[config.mk]
export PLATFORM = sky130hd
export DESIGN_NAME = jtag_reg_master_flat
export DESIGN_NICKNAME = d
export VERILOG_FILES = /design/src/rtl/jtag_reg_master_pkg.sv /design/src/rtl/jtag_reg_master_if.sv /design/src/rtl/jtag_timeout_cnt.sv /design/src/rtl/jtag_reg_master.sv /design/src/flat_wrapper.sv
export SDC_FILE = /design/constraint.sdc
export NUM_CORES = 1
export LEC_CHECK = 0
export ABC_AREA = 0
export CELL_PAD_IN_SITES_DETAIL_PLACEMENT = 2
export CELL_PAD_IN_SITES_GLOBAL_PLACEMENT = 2
export CORE_MARGIN = 8
export CORE_UTILIZATION = 25
export DETAILED_ROUTE_END_ITERATION = 8
export GPL_TIMING_DRIVEN = 0
export PLACE_DENSITY_LB_ADDON = 0.1
export SYNTH_ARGS = -nofsm -noshare
export SYNTH_HDL_FRONTEND = slang
export SYNTH_SLANG_ARGS = --single-unit
[constraint.sdc]
create_clock -name clk -period 2.2 [get_ports clk]
set_clock_uncertainty 0.05 [all_clocks]
set_input_delay 0.44 -clock clk [delete_from_list [all_inputs] [get_ports clk]]
set_output_delay 0.44 -clock clk [all_outputs]
set_load 0.005 [all_outputs]
[src/rtl/jtag_reg_master_pkg.sv]
// Shared encodings for the JTAG register master: command opcodes, response error
// codes, FSM states and the register-file constants used by the access path.
package jtag_reg_master_pkg;

  typedef enum logic [1:0] {
    JtagOpRsvd   = 2'b00,
    JtagOpRead   = 2'b01,
    JtagOpWrite  = 2'b10,
    JtagOpResume = 2'b11
  } jtag_op_e;

  typedef enum logic [1:0] {
    ErrOk            = 2'b00,
    ErrIllegalOp     = 2'b01,
    ErrHaltTimeout   = 2'b10,
    ErrWrSlotTimeout = 2'b11
  } jtag_err_e;

  typedef enum logic [1:0] {
    StIdle,
    StHalt,
    StAccess,
    StResp
  } jtag_state_e;

  localparam logic [31:0] ZeroWord    = 32'h0000_0000;
  localparam logic [4:0]  ZeroReg     = 5'd0;
  localparam logic        WriteEnable = 1'b1;

endpackage

[src/rtl/jtag_reg_master_if.sv]
// Command/response handshake between the debug transport and the JTAG register master.
// master: transport side (issues commands, consumes responses).
// slave:  register master side.
interface jtag_reg_master_if;
  logic        req_valid;
  logic        req_ready;
  logic [1:0]  req_op;
  logic [4:0]  req_addr;
  logic [31:0] req_data;
  logic        rsp_valid;
  logic        rsp_ready;
  logic [31:0] rsp_data;
  logic [1:0]  rsp_err;

  modport master (
    output req_valid, req_op, req_addr, req_data, rsp_ready,
    input  req_ready, rsp_valid, rsp_data, rsp_err
  );

  modport slave (
    input  req_valid, req_op, req_addr, req_data, rsp_ready,
    output req_ready, rsp_valid, rsp_data, rsp_err
  );
endinterface

[src/rtl/jtag_timeout_cnt.sv]
// 8-bit clear/increment counter with an expiry flag raised on the increment that
// reaches HALT_TIMEOUT (legal range 1..255).
module jtag_timeout_cnt #(
  parameter int unsigned HALT_TIMEOUT = 255
) (
  input  logic clk,
  input  logic rst,
  input  logic clr,
  input  logic inc,
  output logic expired
);

  logic [7:0] cnt_q;

  // Combinational so the FSM leaves on the same edge that the count hits the limit.
  assign expired = inc && (({1'b0, cnt_q} + 9'd1) == 9'(HALT_TIMEOUT));

  // Wait-cycle counter; clear has priority over increment.
  always_ff @(posedge clk or negedge rst) begin
    if (!rst) begin
      cnt_q <= '0;
    end else if (clr) begin
      cnt_q <= '0;
    end else if (inc) begin
      cnt_q <= cnt_q + 8'd1;
    end
  end

endmodule

[src/rtl/jtag_reg_master.sv]
// JTAG register master: accepts read/write/resume commands from the debug transport,
// halts the core, accesses the register file through its JTAG port and returns a
// response. Optional build macro JTAG_AUTO_RESUME_EN releases halt_req after every
// completed read/write response; without it halt_req is held until a resume op.
module jtag_reg_master
  import jtag_reg_master_pkg::*;
#(
  parameter int unsigned HALT_TIMEOUT = 255
) (
  input  logic                     clk,
  input  logic                     rst,
  jtag_reg_master_if.slave         bus,
  output logic                     halt_req,
  input  logic                     halted,
  input  logic                     exw_enable,
  output logic                     jtagw_enable,
  output logic [4:0]               jtagw_addr,
  output logic [31:0]              jtagw_data,
  input  logic [31:0]              jtagr_data
);

  jtag_state_e state_q;
  jtag_op_e    op_q;
  jtag_err_e   rsp_err_q;
  logic        req_ready_q;
  logic        rsp_valid_q;
  logic [31:0] rsp_data_q;
  logic        halt_req_q;
  logic        wr_slot_q;
  logic [4:0]  jtagw_addr_q;
  logic [31:0] jtagw_data_q;

  logic cnt_inc;
  logic cnt_clr;
  logic cnt_expired;

  // Count only cycles spent waiting: HALT without ack, or a write blocked by EX writeback.
  always_comb begin
    cnt_inc = 1'b0;
    unique case (state_q)
      StHalt:   cnt_inc = !halted;
      StAccess: cnt_inc = (op_q == JtagOpWrite) && exw_enable;
      default:  cnt_inc = 1'b0;
    endcase
  end

  assign cnt_clr = !cnt_inc || cnt_expired;

  jtag_timeout_cnt #(
    .HALT_TIMEOUT(HALT_TIMEOUT)
  ) u_timeout_cnt (
    .clk     (clk),
    .rst     (rst),
    .clr     (cnt_clr),
    .inc     (cnt_inc),
    .expired (cnt_expired)
  );

  // Command FSM with registered outputs.
  always_ff @(posedge clk or negedge rst) begin
    if (!rst) begin
      state_q      <= StIdle;
      op_q         <= JtagOpRsvd;
      rsp_err_q    <= ErrOk;
      req_ready_q  <= 1'b0;
      rsp_valid_q  <= 1'b0;
      rsp_data_q   <= ZeroWord;
      halt_req_q   <= 1'b0;
      wr_slot_q    <= 1'b0;
      jtagw_addr_q <= ZeroReg;
      jtagw_data_q <= ZeroWord;
    end else begin
      unique case (state_q)
        StIdle: begin
          if (req_ready_q && bus.req_valid) begin
            req_ready_q <= 1'b0;
            op_q        <= jtag_op_e'(bus.req_op);
            unique case (jtag_op_e'(bus.req_op))
              JtagOpRead, JtagOpWrite: begin
                jtagw_addr_q <= bus.req_addr;
                jtagw_data_q <= bus.req_data;
                halt_req_q   <= 1'b1;
                state_q      <= StHalt;
              end
              JtagOpResume: begin
                halt_req_q  <= 1'b0;
                rsp_valid_q <= 1'b1;
                rsp_data_q  <= ZeroWord;
                rsp_err_q   <= ErrOk;
                state_q     <= StResp;
              end
              default: begin
                rsp_valid_q <= 1'b1;
                rsp_data_q  <= ZeroWord;
                rsp_err_q   <= ErrIllegalOp;
                state_q     <= StResp;
              end
            endcase
          end else begin
            // Also covers the first cycle out of reset, when ready is still low.
            req_ready_q <= 1'b1;
          end
        end
        StHalt: begin
          if (halted) begin
            wr_slot_q <= (op_q == JtagOpWrite) ? WriteEnable : 1'b0;
            state_q   <= StAccess;
          end else if (cnt_expired) begin
            halt_req_q  <= 1'b0;
            rsp_valid_q <= 1'b1;
            rsp_data_q  <= ZeroWord;
            rsp_err_q   <= ErrHaltTimeout;
            state_q     <= StResp;
          end
        end
        StAccess: begin
          if (op_q == JtagOpRead) begin
            rsp_valid_q <= 1'b1;
            rsp_data_q  <= jtagr_data;
            rsp_err_q   <= ErrOk;
            state_q     <= StResp;
          end else if (!exw_enable) begin
            wr_slot_q   <= 1'b0;
            rsp_valid_q <= 1'b1;
            rsp_data_q  <= ZeroWord;
            rsp_err_q   <= ErrOk;
            state_q     <= StResp;
          end else if (cnt_expired) begin
            wr_slot_q   <= 1'b0;
            rsp_valid_q <= 1'b1;
            rsp_data_q  <= ZeroWord;
            rsp_err_q   <= ErrWrSlotTimeout;
            state_q     <= StResp;
          end
        end
        StResp: begin
          if (bus.rsp_ready) begin
            rsp_valid_q <= 1'b0;
            req_ready_q <= 1'b1;
            state_q     <= StIdle;
`ifdef JTAG_AUTO_RESUME_EN
            if (op_q == JtagOpRead || op_q == JtagOpWrite) begin
              halt_req_q <= 1'b0;
            end
`endif
          end
        end
        default: state_q <= StIdle;
      endcase
    end
  end

  assign bus.req_ready = req_ready_q;
  assign bus.rsp_valid = rsp_valid_q;
  assign bus.rsp_data  = rsp_data_q;
  assign bus.rsp_err   = rsp_err_q;
  assign halt_req      = halt_req_q;
  assign jtagw_addr    = jtagw_addr_q;
  assign jtagw_data    = jtagw_data_q;
  // The write slot is only usable in cycles the EX stage is not writing back; the regfile
  // arbitrates in the same cycle, so the strobe must follow exw_enable without a stage.
  assign jtagw_enable  = wr_slot_q && !exw_enable;

endmodule
[src/flat_wrapper.sv]
// flat-port wrapper written by rule: the top's interface ports become plain ports
module jtag_reg_master_flat import jtag_reg_master_pkg::*;
#(
  parameter int unsigned HALT_TIMEOUT = 255
)
  (clk, rst, halt_req, halted, exw_enable, jtagw_enable, jtagw_addr, jtagw_data, jtagr_data, bus_req_valid, bus_req_op, bus_req_addr, bus_req_data, bus_rsp_ready, bus_req_ready, bus_rsp_valid, bus_rsp_data, bus_rsp_err);
  jtag_reg_master_if bus_i ();
  input  logic clk;
  input  logic rst;
  output logic halt_req;
  input  logic halted;
  input  logic exw_enable;
  output logic jtagw_enable;
  output logic [4:0] jtagw_addr;
  output logic [31:0] jtagw_data;
  input  logic [31:0] jtagr_data;
  input wire logic [$bits(bus_i.req_valid)-1:0] bus_req_valid;
  input wire logic [$bits(bus_i.req_op)-1:0] bus_req_op;
  input wire logic [$bits(bus_i.req_addr)-1:0] bus_req_addr;
  input wire logic [$bits(bus_i.req_data)-1:0] bus_req_data;
  input wire logic [$bits(bus_i.rsp_ready)-1:0] bus_rsp_ready;
  output wire logic [$bits(bus_i.req_ready)-1:0] bus_req_ready;
  output wire logic [$bits(bus_i.rsp_valid)-1:0] bus_rsp_valid;
  output wire logic [$bits(bus_i.rsp_data)-1:0] bus_rsp_data;
  output wire logic [$bits(bus_i.rsp_err)-1:0] bus_rsp_err;
  assign bus_i.req_valid = bus_req_valid;
  assign bus_i.req_op = bus_req_op;
  assign bus_i.req_addr = bus_req_addr;
  assign bus_i.req_data = bus_req_data;
  assign bus_i.rsp_ready = bus_rsp_ready;
  assign bus_req_ready = bus_i.req_ready;
  assign bus_rsp_valid = bus_i.rsp_valid;
  assign bus_rsp_data = bus_i.rsp_data;
  assign bus_rsp_err = bus_i.rsp_err;
  jtag_reg_master #(.HALT_TIMEOUT(HALT_TIMEOUT)) u_core (.clk(clk), .rst(rst), .bus(bus_i), .halt_req(halt_req), .halted(halted), .exw_enable(exw_enable), .jtagw_enable(jtagw_enable), .jtagw_addr(jtagw_addr), .jtagw_data(jtagw_data), .jtagr_data(jtagr_data));
endmodule
* Word level (Yosys, flattened, before mapping)
Cells that the tools add are included.
** Word-level totals
- Output and inout bits :: 75
- Register bits :: 87
- Bits of input ports :: 77
** Operators by class
- Reduce and logical (&&, ||, !) cells :: 24
- Equal/unequal tests :: 19
- Add/subtract/negate cells :: 2
- Muxes and demuxes :: 47
** Operators with widths (count)
- 2-to-1 mux 32 bit :: 6
- one-hot mux 32 bit (3 select lines) :: 1
- 2-to-1 mux 2 bit :: 13
- 2-to-1 mux 1 bit :: 16
- 2-to-1 mux 8 bit :: 2
- AND reduction 4 bit :: 3
- equality test 2 bit (second input constant) :: 5
- != test 2 bit (second input constant) :: 5
- one-hot mux 1 bit (2 select lines) :: 5
- adder 8 x 1 -> 9 bit (second input constant) :: 1
- equality test 9 x 8 -> 1 bit (second input constant) :: 1
- adder 8 x 1 -> 8 bit (second input constant) :: 1
- one-hot mux 2 bit (4 select lines) :: 1
- nonzero test 2 bit :: 4
- equality test 2 x 1 -> 1 bit (second input constant) :: 3
- one-hot mux 2 bit (3 select lines) :: 1
- AND reduction 2 bit :: 3
- AND reduction 6 bit :: 1
- AND reduction 5 bit :: 1
- logical AND 1 bit :: 4
- != test 2 x 1 -> 1 bit (second input constant) :: 2
- != test 4 x 2 -> 1 bit (second input constant) :: 1
- one-hot mux 1 bit (4 select lines) :: 1
- one-hot mux 2 bit (2 select lines) :: 1
- 8 further kinds :: 10

* Depth between registers and ports, before layout
- Depth in word-level cells :: 8
- Mapped depth :: 10
- Mapped depth without buffers :: 7

* By module
A second synthesis with hierarchy kept.
** Unflattened totals
- Cell total of the unflattened synthesis :: 277
- Area total of the unflattened synthesis :: 3742.3 sq um
** By module, submodules not included
- jtag_reg_master :: cells an instance 232, instances 1, sequential area each 1976.9 sq um, area each 3284.4 sq um
- jtag_timeout_cnt :: cells an instance 45, instances 1, sequential area each 200.2 sq um, area each 457.9 sq um

* Worst setup path after synthesis
Ideal clock, no wire load.
- Path type :: reg-to-reg
- From :: register u_core.state_q[1]
- To :: register u_core.rsp_data_q[10] (netlist: u_core.bus.rsp_data[10])
- Library setup time :: 0.123 ns
- Arrival time :: 1.899 ns
- Period minus slack after synthesis :: 2.072 ns
- Stages on the path, launching flop included :: 10
- Path slack :: 0.128 ns
- Path buffers :: 3
- Path through :: dfrtp_1 -> inv_1 -> ha_1 -> clkbuf_1 -> a21o_1 -> a221o_1 -> clkbuf_1 -> clkbuf_1 -> a21oi_1 -> o21ai_2
** On the way
- Word-level cells in the longest chain between the ends :: 7
- Elaborated cells on any way between the ends :: 15
- Those cells by class :: 5 x eq/ne; 6 x mux; 4 x reduce/logical
** RTL lines
- start, declared :: line jtag_reg_master.sv:22 : jtag_state_e state_q;
- start signal, assigned :: line jtag_reg_master.sv:62 : state_q <= StIdle;
- start signal, assigned :: line jtag_reg_master.sv:83 : state_q <= StHalt;
- start signal, assigned :: line jtag_reg_master.sv:90 : state_q <= StResp;
- equality test 2 bit / equality test 2 x 1 -> 1 bit (equally long branches) :: line jtag_reg_master.sv:40, jtag_reg_master.sv:73
- one-hot mux 1 bit (2 select lines) :: line jtag_reg_master.sv:40 : unique case (state_q)
- logical AND 1 bit :: line jtag_timeout_cnt.sv:16 : assign expired = inc && (({1'b0, cnt_q} + 9'd1) == 9'(HALT_TIMEOUT));
- 2-to-1 mux 32 bit (3 in series)
- one-hot mux 32 bit (3 select lines) :: line jtag_reg_master.sv:73 : unique case (state_q)
- end signal, assigned :: line jtag_reg_master.sv:67 : rsp_data_q <= ZeroWord;
- end signal, assigned :: line jtag_reg_master.sv:88 : rsp_data_q <= ZeroWord;
- end signal, assigned :: line jtag_reg_master.sv:94 : rsp_data_q <= ZeroWord;
- end, declared :: line jtag_reg_master.sv:27 : logic [31:0] rsp_data_q;
Parallel ways exist; a longest one is shown, timed or not. The select of a mux whose other input is x is not followed.
A chain may end at the register's enable or synchronous reset.

* Worst setup path in the final report
- From :: input port exw_enable
- To :: output port jtagw_enable
** On the way
- Word-level cells in the longest chain between the ends :: 2
** RTL lines
- start, declared :: line flat_wrapper.sv:12 : input logic exw_enable;
- zero test 1 bit
- logical AND 1 bit :: line jtag_reg_master.sv:162 : assign jtagw_enable = wr_slot_q && !exw_enable;
- end, declared :: line flat_wrapper.sv:13 : output logic jtagw_enable;
No other way between the ends.

==> results.py <==
metrics = {
    "global_route": {
        "grt_pass1_vias": 4419,
        "grt_pass1_wl_um": 24200,
        "grt_overflow": 0,
        "grt_max_degree": 51,
        "antenna_found_initial": 2,
        "grt_usage": 0.1402,
    },
    "die": {
        "rows": 48,
        "io_pins": 152,
        "core_mm2": 0.01718,
        "die_w_um": 148.2,
        "start_util": 0.2542,
        "dieArea_mm2": 0.02195,
        "die_h_um": 148.2,
    },
    "worst_setup_path": {
        "slowest_stage": "clkdlybuf4s50_1",
        "cpPeakStageDelay_ns": 0.53,
        "required_ns": 1.71,
        "worst-path-max-fanout": 6,
        "path_buf_inv": 2,
        "path_cells": "clkdlybuf4s50_1 > nor2b_1 > clkdlybuf4s50_1",
        "end_kind": "primary output",
        "crit_family": "buffers and inverters",
        "cp-start-kind": "primary input",
        "path_class": "primary input to primary output",
        "arrival_ns": 1.64,
        "path_common_cell": "clkdlybuf4s50_1",
    },
    "power_and_ir_drop": {
        "switchingPower_mw": 3.068,
        "vdd_drop_max_uv": 467.5,
        "power.density_mw_per_mm2": 1244,
        "p_comb_frac": 0.498,
        "p_leak_nw": 2.767,
        "clockPowerShare": 0.195,
        "pwr-share-seq": 0.307,
        "internal_power_mw": 5.483,
        "p_sw_frac": 0.3587,
    },
    "run": {
        "drv_cap": 0,
    },
    "detailed_routing": {
        "wl_per_cell_um": 18.21,
        "wirelength_um": 15200,
        "vias_per_cell": 4.582,
        "drt_iter0_drc": 124,
        "drc": 0,
        "num_vias": 3826,
        "drt_first_pass_iters": 4,
        "postRouteAntennaNets": 0,
    },
    "synth": {
        "ys_seq_area_frac": 0.4986,
        "synth_edf_count": 0,
        "synthDominantCellAreaShare": 0.4986,
        "synth_area_leaders": "dfrtp_1 (50%), mux2_2 (10%), o21ai_2 (6.0%)",
        "netlist_area_mm2": 0.004367,
        "async_flop_share": 1.000,
        "syn_avg_cell_area_um2": 10.18,
        "ys_seq_elements": 87,
        "syn_nets": 514,
        "synth_top_cell_by_area": "dfrtp_1",
        "synthesis.yosys.warnings": 0,
        "yosys_most_used_dff": "dfrtp_1",
        "syn_inst": 429,
        "ys_types": 50,
    },
    "timing": {
        "setup_viol": 0,
        "slew_violations": 0,
        "hold_viol": 0,
        "tightest_slew_ns": 0.5619,
        "fin_crit_sh": 0.9703,
        "slew_headroom": 0.6254,
        "finalSetupTns_ns": 0,
        "max_freq_ghz": 0.4684,
        "holdWs_ns": 0.02730,
        "rsz0062_at_grt": "true",
        "period_minus_slack_ns": 2.135,
    },
    "status": {
        "outcome": "complete, no violations",
    },
    "clocking": {
        "clk_path_buf_depth": 2,
        "htree_num_levels": 3,
        "cts_sinks": 87,
        "cts_tree": "done",
        "cts_buffers": 9,
        "clk_latency_ns": 0.34,
        "clk_pin_slew_ns": 0.07,
        "cts_root_buf": "clkbuf_16",
    },
    "finish": {
        "syn_to_final_growth_pct": 57.36,
        "n_antenna_cell": 0,
        "seq_area_mm2": 0.002183,
        "multi_input_area_mm2": 0.002103,
        "layout.nets": 691,
        "nFillCells": 1872,
        "drive_gt1_frac": 0.2869,
    },
    "placed_design": {
        "port_buffers": 151,
        "finalWeightedCongestion": 0.6827,
        "dp_hpwl_um": 11080,
    },
    "worst_hold_path": {
        "hold_class": "primary input to async pin",
    },
}
timing repair:
action	4_1_cts	5_1_grt
buffers inserted	12	5
cloned	1	0
hold buffers	0	0
setup endpoints to repair	68	68
gates resized for setup	35	46
pin swaps	3	5
state kept, by name (all words and copies together), names as in the netlist, 2 cells and up:
signal and cells:
u_core.u_timeout_cnt.cnt_q 8, u_core.jtagw_addr 5, u_core.jtagw_data 32, u_core.bus.rsp_data 32, u_core.op_q 2, u_core.bus.rsp_err 2
u_core.state_q 2
power groups by stage:
stage                     Combinational [mW]  Sequential [mW]  Clock, mW
after global placement                  3.75             2.60          0
final                                   4.26             2.62       1.67
after CTS                               4.21             2.63       1.74
after floorplan                         1.84             2.62          0
after global routing                    4.70             2.70       1.79
after detailed placement                3.84             2.64          0
layout make-up:
class	count	area share
multi-input combinational	280	0.3061
clock buffer	12	0.03587
tap	225	0.04097
clock inverter	3	0.009832
buffer	21	0.02221
inverter	38	0.02076
timing repair buffer	169	0.2465
sequential	87	0.3177
through the flow:
stage            util  total power, mW  cells  cell area (µm²)  setup WS (ns)
3_3_place_gp   0.3586            6.345    805             6160         -3.008
5_1_grt        0.4001            9.188    835             6872       -0.01330
3_5_place_dp   0.3601            6.481    806             6185        -0.7807
6_report       0.4001            8.551    835             6872        0.06524
2_1_floorplan       -            4.455    429             4367         0.1280
4_1_cts        0.3909            8.581    833             6714       -0.01177
path summary, 6_finish.rpt:
check,startpoint,to,slack [ns],depth (start not counted)
worst max register to register,u_core.u_timeout_cnt.cnt_q[0],u_core.bus.rsp_data[7],0.09,8
max in group asynchronous,rst,u_core.bus.rsp_data[3],1.42,2
min in group clk,bus_req_op[1],u_core.op_q[1],0.40,2
worst max-delay path,exw_enable,jtagw_enable,0.07,3
worst min register to register,u_core.jtagw_data[15],u_core.jtagw_data[15],0.45,1
worst min-delay path,rst,u_core.jtagw_data[14],0.03,1
kinds of logic (layout without fill, tap and decap cells):
kind of cell / count (synthesis) / in the layout / synth area share
AND/OR/NAND/NOR: 125 / 125 / 0.1361
AO/OA/AOI/OAI: 102 / 102 / 0.1673
flip-flops: 87 / 87 / 0.4986
buffers and inverters: 62 / 243 / 0.06218
multiplexers: 40 / 40 / 0.1029
adder cells (fa/ha/maj): 8 / 8 / 0.02292
XOR/XNOR: 5 / 5 / 0.01003
layer usage:
layer / share of wire / up-vias / track usage
met1: 0.40 / 1889 / 0.1547
met4: 0.012 / 4 / 0.04895
li1: - / 1807 / -
met5: 0.0015 / - / 0
met2: 0.48 / 110 / 0.2315
met3: 0.10 / 16 / 0.06715
layout by cell type, fill, tap and decap left out, types with 3 or more instances in the layout:
master and n:
clkdlybuf4s50_1 148, dfrtp_1 82, nand2_1 42, mux2_2 39, inv_1 37, nor2_1 37, o21ai_2 31, a21oi_2 26
buf_4 19, a21oi_1 12, nor3_1 9, clkbuf_16 9, clkbuf_1 8, o21ai_0 7, buf_6 6, dfrtp_2 5
nor2_2 4, nand3_1 4, xor2_1 4, a21o_1 3, nand4_1 3, and4b_1 3, and2b_1 3, nand4b_1 3
o211ai_1 3, ha_2 3, ha_1 3
Yosys cell counts (all sizes together), types with 2 or more instances:
library cell and number:
nor2b 3, ha 8, buf 7, o21ai 39, clkbuf 17, a21boi 2
a21bo 2, nor3 10, a31o 2, a22o 2, nand2b 2, mux2 39
and2b 3, nand4b 3, nor2 42, nor4 3, xor2 4, o211ai 3
and4b 3, a21oi 38, nand3 4, nand4 3, nand3b 2, dfrtp 87
inv 38, nand2 42, a21o 3
(Power assumes the default switching activity.)
